### config.mk
export PLATFORM = sky130hd
export DESIGN_NAME = core_ex_lsu_bus_ctrl
export DESIGN_NICKNAME = d
export VERILOG_FILES = /design/src/rtl/core_ex_lsu_bus_ctrl.sv
export SDC_FILE = /design/constraint.sdc
export NUM_CORES = 1
export LEC_CHECK = 0
export BUFFER_PORTS_ARGS = -buffer_cell sky130_fd_sc_hd__buf_4
export CORE_MARGIN = 2
export CORE_UTILIZATION = 41
export DETAILED_ROUTE_END_ITERATION = 6
export PLACE_DENSITY = 0.75
export REMOVE_ABC_BUFFERS = 1
export SYNTH_ARGS = -nofsm -noshare
export SYNTH_HDL_FRONTEND = slang
export SYNTH_SLANG_ARGS = --single-unit
export TNS_END_PERCENT = 30
### constraint.sdc
create_clock -name clk -period 1.8 [get_ports clk]
set_clock_uncertainty 0.1 [all_clocks]
set_input_delay 0.18 -clock clk [delete_from_list [all_inputs] [get_ports clk]]
set_output_delay 0.18 -clock clk [all_outputs]
set_load 0.02 [all_outputs]
### src/rtl/core_ex_lsu_bus_ctrl.sv
// core_ex_lsu_bus_ctrl: one-deep LSU request sequencer onto a valid/ready data bus.
// Waits for the bus response with a timeout and returns the raw read word plus low_addr/inst.
module core_ex_lsu_bus_ctrl #(
    parameter int XLEN    = 32,
    parameter int AW      = 32,
    parameter int INST_W  = 8,
    parameter int TIMEOUT = 256
) (
    input  logic                clk,
    input  logic                rst_n,

    input  logic                lsu_req_valid,
    output logic                lsu_req_ready,
    input  logic [AW-1:0]       lsu_req_addr,
    input  logic                lsu_req_write,
    input  logic [XLEN-1:0]     lsu_req_wdata,
    input  logic [XLEN/8-1:0]   lsu_req_wmask,
    input  logic                lsu_req_unalign,
    input  logic [INST_W-1:0]   lsu_req_inst,

    output logic                mem_cmd_valid,
    input  logic                mem_cmd_ready,
    output logic [AW-1:0]       mem_cmd_addr,
    output logic                mem_cmd_write,
    output logic [XLEN-1:0]     mem_cmd_wdata,
    output logic [XLEN/8-1:0]   mem_cmd_wmask,

    input  logic                mem_rsp_valid,
    output logic                mem_rsp_ready,
    input  logic [XLEN-1:0]     mem_rsp_rdata,
    input  logic                mem_rsp_err,

    output logic                lsu_rsp_valid,
    input  logic                lsu_rsp_ready,
    output logic [XLEN-1:0]     lsu_rsp_rdata,
    output logic [1:0]          lsu_rsp_low_addr,
    output logic [INST_W-1:0]   lsu_rsp_inst,
    output logic [1:0]          lsu_rsp_err
);

    localparam int MW = XLEN / 8;
    localparam int TW = $clog2(TIMEOUT);
    localparam logic [TW-1:0] TLAST = TW'(TIMEOUT - 1);

    localparam logic [1:0] ERR_OK  = 2'b00;
    localparam logic [1:0] ERR_MIS = 2'b01;
    localparam logic [1:0] ERR_BUS = 2'b10;
    localparam logic [1:0] ERR_TMO = 2'b11;

    typedef enum logic [1:0] {
        S_IDLE = 2'd0,
        S_CMD  = 2'd1,
        S_RSP  = 2'd2,
        S_DONE = 2'd3
    } state_e;

    state_e            state_q, state_d;
    logic [AW-1:0]     addr_q, addr_d;
    logic              write_q, write_d;
    logic [XLEN-1:0]   wdata_q, wdata_d;
    logic [MW-1:0]     wmask_q, wmask_d;
    logic [INST_W-1:0] inst_q, inst_d;
    logic [XLEN-1:0]   rdata_q, rdata_d;
    logic [1:0]        err_q, err_d;
    logic [TW-1:0]     timer_q, timer_d;

    // Handshake outputs are registered decodes of the next state.
    logic req_rdy_q;
    logic cmd_vld_q;
    logic rsp_vld_q;
    logic rsp_rdy_q;

    logic req_fire;
    logic cmd_fire;
    logic rsp_fire;
    logic bus_rsp;

    assign req_fire = lsu_req_valid & req_rdy_q;
    assign cmd_fire = cmd_vld_q & mem_cmd_ready;
    assign rsp_fire = rsp_vld_q & lsu_rsp_ready;
    assign bus_rsp  = mem_rsp_valid & rsp_rdy_q;

    always_comb begin
        state_d = state_q;
        addr_d  = addr_q;
        write_d = write_q;
        wdata_d = wdata_q;
        wmask_d = wmask_q;
        inst_d  = inst_q;
        rdata_d = rdata_q;
        err_d   = err_q;
        timer_d = timer_q;

        case (state_q)
            S_IDLE: begin
                if (req_fire) begin
                    addr_d  = lsu_req_addr;
                    write_d = lsu_req_write;
                    wdata_d = lsu_req_wdata;
                    wmask_d = lsu_req_write ? lsu_req_wmask : '0;
                    inst_d  = lsu_req_inst;
                    rdata_d = '0;
                    timer_d = '0;
                    if (lsu_req_unalign) begin
                        err_d   = ERR_MIS;
                        state_d = S_DONE;
                    end else begin
                        err_d   = ERR_OK;
                        state_d = S_CMD;
                    end
                end
            end
            S_CMD: begin
                if (cmd_fire) begin
                    timer_d = '0;
                    state_d = S_RSP;
                end
            end
            S_RSP: begin
                timer_d = timer_q + 1'b1;
                // A response on the timeout edge still counts as a response.
                if (bus_rsp) begin
                    rdata_d = (write_q | mem_rsp_err) ? '0 : mem_rsp_rdata;
                    err_d   = mem_rsp_err ? ERR_BUS : ERR_OK;
                    state_d = S_DONE;
                end else if (timer_q == TLAST) begin
                    rdata_d = '0;
                    err_d   = ERR_TMO;
                    state_d = S_DONE;
                end
            end
            S_DONE: begin
                if (rsp_fire) begin
                    state_d = S_IDLE;
                end
            end
            default: begin
                state_d = S_IDLE;
            end
        endcase
    end

    always_ff @(posedge clk or negedge rst_n) begin
        if (!rst_n) begin
            state_q   <= S_IDLE;
            addr_q    <= '0;
            write_q   <= 1'b0;
            wdata_q   <= '0;
            wmask_q   <= '0;
            inst_q    <= '0;
            rdata_q   <= '0;
            err_q     <= '0;
            timer_q   <= '0;
            req_rdy_q <= 1'b0;
            cmd_vld_q <= 1'b0;
            rsp_vld_q <= 1'b0;
            rsp_rdy_q <= 1'b0;
        end else begin
            state_q   <= state_d;
            addr_q    <= addr_d;
            write_q   <= write_d;
            wdata_q   <= wdata_d;
            wmask_q   <= wmask_d;
            inst_q    <= inst_d;
            rdata_q   <= rdata_d;
            err_q     <= err_d;
            timer_q   <= timer_d;
            req_rdy_q <= (state_d == S_IDLE);
            cmd_vld_q <= (state_d == S_CMD);
            rsp_vld_q <= (state_d == S_DONE);
            rsp_rdy_q <= 1'b1;
        end
    end

    assign lsu_req_ready    = req_rdy_q;

    assign mem_cmd_valid    = cmd_vld_q;
    assign mem_cmd_addr     = {addr_q[AW-1:2], 2'b00};
    assign mem_cmd_write    = write_q;
    assign mem_cmd_wdata    = wdata_q;
    assign mem_cmd_wmask    = wmask_q;

    assign mem_rsp_ready    = rsp_rdy_q;

    assign lsu_rsp_valid    = rsp_vld_q;
    assign lsu_rsp_rdata    = rdata_q;
    assign lsu_rsp_low_addr = addr_q[1:0];
    assign lsu_rsp_inst     = inst_q;
    assign lsu_rsp_err      = err_q;

endmodule

# Yosys cells after proc, flatten, opt, wreduce, memory -nomap -nowiden
# Index checks and enable logic that the tools add are counted.
# W data, S select, Z words.
# word_totals
register_bits	125
input_bits	117
out_inout_bits	117
elab_cells	57
# op_classes
n_addsub	1
eq_ne	9
n_mux	22
bitwise_logic	5
n_reduce_logical	7
# ops
op	n
$mux W32	4
$pmux W32 S2	1
$pmux W8 S3	1
$mux W2	10
$mux W8	2
$add A8 B1 Y8 const B	1
$eq A8 B8 Y1 const B	1
$pmux W2 S4	1
$eq A2 B2 Y1 const B	3
$reduce_and A3 Y1	2
$and A1 B1 Y1	4
$eq A2 B1 Y1 const B	2
$logic_not A2 Y1	2
$mux W4	1
$ne A2 B2 Y1 const B	2
$pmux W2 S2	1
$ne A3 B3 Y1 const B	1
$reduce_bool A3 Y1	1
$reduce_and A2 Y1	1
$reduce_bool A2 Y1	1
$mux W1	1
$or A1 B1 Y1	1

# Depth between registers and ports, before layout
# Gate-level depths: netlist (run 1).
# depth
depth_word	5
depth_mapped	8
ltp_nobuf	5

# Worst setup path after synthesis (run 1)
# OpenSTA, ideal clock, no wires.
# synth_timing
kind	register to register
from	reg req_rdy_q, in the netlist lsu_req_ready
to	reg rdata_q[23], in the netlist lsu_rsp_rdata[23]
setup_ns	0.121
arrival_ns	1.593
required_time_ns	1.579
path_slack_ns	-0.014
stages_incl_launch_ff	8
n_path_buf	3
period_less_slack_ns	1.814
path_cell_list	dfrtp_1 -> nand2_1 -> or3_1 -> buf_2 -> and3_4 -> buf_6 -> buf_6 -> a22o_1
# synth_via
elab_chain_len	3
# synth_lines
element	line	source
start: declaration	68	logic req_rdy_q;
start signal: assignment	168	req_rdy_q <= (state_d == S_IDLE);
$and A1 B1 Y1	78	assign req_fire = lsu_req_valid & req_rdy_q;
$ne A2 B2 Y1 (no source line)	--	
$reduce_and A3 Y1 (no source line)	--	
end signal: assignment	165	rdata_q <= rdata_d;
end: declaration	63	logic [XLEN-1:0] rdata_q, rdata_d;
# No other way between the ends.
# A chain may end at the register's enable or synchronous reset.

# Worst setup path after layout (run 1)
# layout_timing
from	reg state_q[0]
to	reg addr_q[16]
# layout_via
elab_chain_len	2
# layout_lines
element	line	source
start: declaration	57	state_e state_q, state_d;
start signal: assignment	159	state_q <= state_d;
$logic_not A2 Y1	94	case (state_q)
$reduce_and A2 Y1 (no source line)	--	
end signal: assignment	160	addr_q <= addr_d;
end: declaration	58	logic [AW-1:0] addr_q, addr_d;
# No other way between the ends.

==> impl_metrics.toml, run 1 <==
[run_status]
status = "finished clean"

[sta]
min_period_over_period_pct = 97.9
drv_slew = 0
fmax_ghz = 0.567
period_needed_ps = 1760
whs_ps = 34.2
setup_viol = 0
hold_viol = 0
setup_slack_ps = 37.5

[pwr]
ir_worst_vdd_v = 0.00120
netSwitchingFraction_pct = 36.1
power_density_nw_per_um2 = 1710
intPower_mw = 9.24
clkPwrFrac_pct = 23.0
leakage_nw = 4.20
combPwrFrac_pct = 42.5
p_switching_mw = 5.22
total_power_mw = 14.5
power_frac_seq_pct = 34.5

[synthesis]
synth_top_family_by_area = "multiplexers"
synth_top_area_share_pct = 65.0
syn_area_per_cell_um2 = 14.6
yosys_warnings = 0
synth_adder_area_share_pct = 0.260
synth_top_area_cell = "dfrtp_1"
synth_simple_gate_area_share_pct = 4.42
ys_ff_latch = 125
synth_top_cells_by_area = "dfrtp_1, mux2_2, a22o_1"
yosysSeqAreaShare_pct = 65.0
synthDistinctLibCells = 34
netlist_area_um2 = 4810
synth_mux_area_share_pct = 17.5
synth_xor_area_share_pct = 0
synthCells = 329
synth-compound-area-share_pct = 9.47

[floorplan]
num_rows = 39
dieArea_um2 = 12600
dieWidth_um = 112
initial_utilization_pct = 42.1
ios = 234
die_h_um = 112
coreArea_um2 = 11400

[clock_tree]
clk_pin_slew_ps = 60
cts_made_buffers = 17
cts.htree.levels = 4
clock_sinks = 125
cts_tree = "done"
clockBufferDepth = 2
clock_latency_ps = 410
clock_tree.root_cell = "clkbuf_16"

[final_layout]
syn_to_final_growth_pct = 76.3
stdcell_area_um2 = 8480
fillers = 684
diodes = 0
drive_gt1_share_pct = 51.0
stdcell_count = 839
multi_input_area_um2 = 1580
nets = 802
seq_area_um2 = 3130

[drt]
vias_per_cell = 4.96
wirelength_um = 15600
wire_per_inst_um = 18.6
drtPass1Iterations = 4
postRouteAntennaNets = 0
via_count = 4164
drc = 0
drtIter0Drc = 229

[global_route]
grt_pass1_vias = 4577
grt_max_degree = 51
overflow = 0
track_usage_pct = 24.7
grt_pass1_wl_um = 24000
grt_antenna_before_repair = 0

[flow_run]
drv_cap = 0

[worst_setup_path]
critPathLaunchType = "flip-flop"
crit_start = "state_q[0]"
reg2reg_from = "state_q[0]"
cp_max_fo = 49
crit_type = "reg2reg"
arrival_ps = 1950
required_ps = 1990
regToRegSetupSlack_ps = 40
critical_path.endpoint = "addr_q[16]"
endpoint_kind = "flip-flop"
r2r_cells = 3
r2r-end = "addr_q[16]"

[place]
dp_hpwl_um = 9130
post-place-cells = 693
io_buffers = 231
gp_congestion = 0.805
placed_area_um2 = 6730
post-place-ws_ps = 31.9

[hold_path]
hp-class = "in2reg"
==> registers in the layout, indices dropped and copies added (netlist names), 2 cells and up <==
name	count
lsu_rsp_err	2
lsu_rsp_inst	8
mem_cmd_wmask	4
lsu_rsp_rdata	32
mem_cmd_wdata	32
state_q	2
addr_q	32
timer_q	8
==> logic make-up (layout without fill, tap and decap cells) <==
group / count (synthesis) / count (layout)
adders and majority gates: 1 / 1
AOI/OAI and AO/OA: 61 / 61
muxes: 75 / 75
and+or+nand+nor: 40 / 41
other: 2 / 3
DFF: 125 / 125
buffers and inverters: 25 / 390
==> synthesized netlist by cell type (all sizes together) <==
master	number
a211oi	1
a21o	1
a21oi	6
a22o	33
a31oi	4
and2	1
and3	3
buf	18
clkbuf	4
conb	2
dfrtp	125
ha	1
inv	3
mux2	73
mux2i	2
nand2	16
nand2b	1
nand3	5
nand3b	1
nand4	2
nor2	3
nor2b	2
nor3b	1
nor4	1
o21ai	11
o21ba	1
o22ai	1
o31ai	2
o32a	1
or3	2
or4	2
==> power groups by stage <==
stage | combinational [mW] | clock [mW] | sequential [mW]
6_report | 6.15 | 3.32 | 5.00
5_1_grt | 6.50 | 3.49 | 5.14
4_1_cts | 6.05 | 3.37 | 4.90
3_5_place_dp | 5.82 | 0 | 4.91
3_3_place_gp | 5.65 | 0 | 4.85
2_1_floorplan | 1.53 | 0 | 6.32
==> placed cells by master, fill, tap and decap left out, drive strengths merged, types with 3 or more instances in the layout <==
| cell type | netlist | layout |
|---|---|---|
| buf | 18 | 242 |
| dfrtp | 125 | 125 |
| dlygate4sd3 | 0 | 114 |
| mux2 | 73 | 73 |
| a22o | 33 | 33 |
| clkbuf | 4 | 24 |
| nand2 | 16 | 16 |
| o21ai | 11 | 11 |
| a21oi | 6 | 6 |
| nand3 | 5 | 5 |
| clkinv | 0 | 4 |
| a31oi | 4 | 4 |
| and3 | 3 | 4 |
| nor2 | 3 | 3 |
| inv | 3 | 3 |
| conb | 2 | 3 |
==> worst max-delay path, cell delays in order, from the launching register on <==
cell and delay [ps]:
dfrtp_2 460, or3_4 480, buf_12 230, mux2_2 340
==> timing repair <==
action,CTS,global route
gates resized for setup,0,9
endpoints found under the setup margin,0,36
hold buffers,114,0
hold endpoints to repair,140,0
setup buffers,0,0
==> through the flow <==
step | TNS, ps | utilization [%]
after floorplan | -138420 | -
after global placement | 0 | 59.0
after CTS | 0 | 73.9
after detailed placement | 0 | 59.0
final | 0 | 74.3
after global routing | -8.61 | 74.3
==> worst min-delay path by stage <==
| stage | start | endpoint | slack [ps] | depth (start not counted) |
|---|---|---|---|---|
| 2_1_floorplan | rst_n | addr_q[0] | -220 | 0 |
| 3_3_place_gp | rst_n | mem_cmd_wmask[1] | 60 | 1 |
| 3_5_place_dp | rst_n | mem_cmd_wmask[1] | 50 | 1 |
| 4_1_cts | lsu_req_unalign | lsu_rsp_err[0] | 3 | 3 |
| 5_1_grt | lsu_req_unalign | lsu_rsp_err[0] | 70 | 3 |
| 6_report | lsu_req_unalign | lsu_rsp_err[0] | 30 | 3 |
==> layer usage <==
layer | GRT usage, % | part of all wire, % | wire length, µm | vias up
met2 | 43.7 | 52 | 8060 | 198
li1 | - | - | - | 1900
met5 | 0 | 0 | 0 | -
met3 | 7.51 | 7.4 | 1160 | 29
met1 | 27.6 | 39 | 6070 | 2037
met4 | 10.8 | 2.2 | 350 | 0
==> area by class of cell <==
class	instances	area share, %
inverters	3	0.133
well taps	143	2.11
clock buffers	24	5.68
clock inverters	7	1.03
multi-input cells	181	18.6
repair buffers	356	35.5
flip-flops and latches	125	36.9
No activity file was read; power rests on OpenSTA's default activity.
==> run 2: changes to the inputs <==
--- a/config.mk
+++ b/config.mk
@@ -7,9 +7,9 @@
 export LEC_CHECK = 0
 export BUFFER_PORTS_ARGS = -buffer_cell sky130_fd_sc_hd__buf_4
 export CORE_MARGIN = 2
-export CORE_UTILIZATION = 41
+export CORE_UTILIZATION = 49
 export DETAILED_ROUTE_END_ITERATION = 6
-export PLACE_DENSITY = 0.75
+export PLACE_DENSITY = 0.84
 export REMOVE_ABC_BUFFERS = 1
 export SYNTH_ARGS = -nofsm -noshare
 export SYNTH_HDL_FRONTEND = slang
==> constraint.sdc (replaced) <==
create_clock -name clk -period 2.1 [get_ports clk]
set_clock_uncertainty 0.1 [all_clocks]
set_input_delay 0.21 -clock clk [delete_from_list [all_inputs] [get_ports clk]]
set_output_delay 0.21 -clock clk [all_outputs]
set_load 0.02 [all_outputs]
==> run 2 against run 1 <==
Effect of this change:
- critical path depth did not move
- sequential power fell by 13%
- first-iteration DRC count fell by 24%
- routed wire length rose by 12%
- sequential share of layout area barely moved
- worst setup slack improved by 140 ps
- combinational power fell by 13%
- die area fell by 16%
- count of clock-buffer cells in the layout fell by 5
- hold slack improved by 15 ps
- total power fell by 11%
- via count rose by 3.5%
- highest routed layer unchanged
==> impl_metrics.toml, run 2 (synthesized netlist as in run 1, its figures left out) <==
[run_status]
status = "finished clean"

[pwr]
power_density_nw_per_um2 = 1520
ir_worst_vdd_v = 0.00102
leakage_nw = 4.19

[drt]
wire_per_inst_um = 21.3
wirelength_um = 17600
drc = 0
drtIter0Drc = 174
via_count = 4308
postRouteAntennaNets = 0
drtPass1Iterations = 4
vias_per_cell = 5.22

[place]
dp_hpwl_um = 8870
placed_area_um2 = 6670
gp_congestion = 0.841
post-place-cells = 678
io_buffers = 231

[floorplan]
dieWidth_um = 103
coreArea_um2 = 9640
num_rows = 36
ios = 234
die_h_um = 103
initial_utilization_pct = 49.9
dieArea_um2 = 10600

[sta]
fmax_ghz = 0.520
rsz0062_at_grt = "no"
min_period_over_period_pct = 91.5
setup_viol = 0
slew_headroom_pct = 55.4
drv_slew = 0
tightest_slew_ps = 669
hold_viol = 0
period_needed_ps = 1920

[final_layout]
drive_gt1_share_pct = 49.9
final_cell_mix = "buf_4, dfrtp_1, dlygate4sd3_1, mux2_2, a22o_1"
fillers = 414
seq_area_um2 = 3130
syn_to_final_growth_pct = 75.9
fin_util_pct = 87.8
stdcell_count = 826
diodes = 0
final_common_cell = "buf_4"
nets = 798
multi_input_area_um2 = 1550
stdcell_area_um2 = 8460

[global_route]
grt_pass1_vias = 4726
track_usage_pct = 34.2
grt_pass1_wl_um = 26200
grt_antenna_before_repair = 0
grt_max_degree = 126
overflow = 0

[clock_tree]
cts_tree = "done"
cts.htree.levels = 4
clockBufferDepth = 2
clock_tree.root_cell = "clkbuf_8"
cts_resized = 0
cts_made_buffers = 17
clock_latency_ps = 520
clock_sinks = 125
clk_pin_slew_ps = 60

[hold_path]
hp-class = "in2reg"
min_from = "lsu_rsp_ready"

[worst_setup_path]
endpoint_kind = "flip-flop"
required_ps = 2390
critPathLaunchType = "flip-flop"
crit_type = "reg2reg"
crit_start = "state_q[1]"
arrival_ps = 2220
reg2reg_from = "state_q[1]"
cp_max_fo = 34

[flow_run]
drv_cap = 0
==> run 2: cell types whose count changed in the layout (fill, tap and decap cells not counted), moves of 2 or more <==
| cell | previous run | this run |
|---|---|---|
| bufinv_16 | 2 | 4 |
| clkinv_4 | 0 | 4 |
| dfrtp_1 | 122 | 125 |
| clkinv_2 | 4 | 1 |
| dfrtp_2 | 3 | 0 |
| buf_4 | 238 | 234 |
| dlygate4sd3_1 | 114 | 116 |
| clkbuf_1 | 4 | 0 |
| clkinvlp_4 | 1 | 4 |
==> run 2: cell type report <==
cell class / instances / area share, %
repair buffers: 353 / 35.2
flip-flops and latches: 125 / 37.0
well taps: 133 / 1.97
inverters: 3 / 0.133
multi-input cells: 180 / 18.3
clock inverters: 13 / 2.25
clock buffers: 19 / 5.22
==> run 2: per-layer routing <==
metal / global-route usage, % / routed length, µm / share of wire [%] / vias to the layer above
met3: 9.22 / 1240 / 7.0 / 55
met2: 60.2 / 9340 / 53 / 242
li1: - / - / - / 1890
met1: 37.9 / 6240 / 36 / 2121
met4: 17.8 / 747 / 4.3 / 0
met5: 0 / 0 / 0 / -
==> run 2: path summary, 6_finish.rpt <==
check	endpoint	slack [ps]	cells past startpoint
setup / recovery	lsu_rsp_rdata[29]	180	3
max in group asynchronous	mem_cmd_wdata[11]	1160	3
hold / removal	state_q[1]	50	3
hold reg to reg	timer_q[6]	390	1
min in group asynchronous	lsu_rsp_rdata[13]	220	3
setup reg to reg	lsu_rsp_rdata[29]	180	3
==> run 2: report_power, final <==
part | internal (mW) | switching (mW) | total, mW
Sequential | 3.51 | 0.850 | 4.37
Combinational | 2.52 | 2.79 | 5.32
Clock | 2.00 | 1.15 | 3.15
==> run 2: through the flow <==
step | power [mW] | worst slack, ps | TNS (ps) | hold WS, ps
floorplan | 6.72 | -1190 | -105120 | -186
global placement | 8.94 | 274 | 0 | 257
detailed placement | 9.15 | 203 | 0 | 270
CTS | 12.5 | 188 | 0 | 7.92
global route | 13.3 | 102 | 0 | 85.3
finish | 12.8 | 178 | 0 | 48.8
==> run 2: worst max-delay path, cell delays in order (launching register included) <==
cell and delay, ps:
dfrtp_1 470, or3_4 600, and3_4 370, a22o_1 240
==> run 2: timing repair <==
action / CTS / global route
endpoints found under the setup margin: 0 / 0
hold buffers: 116 / 0
hold endpoints to repair: 236 / 0
setup buffers: 0 / 0
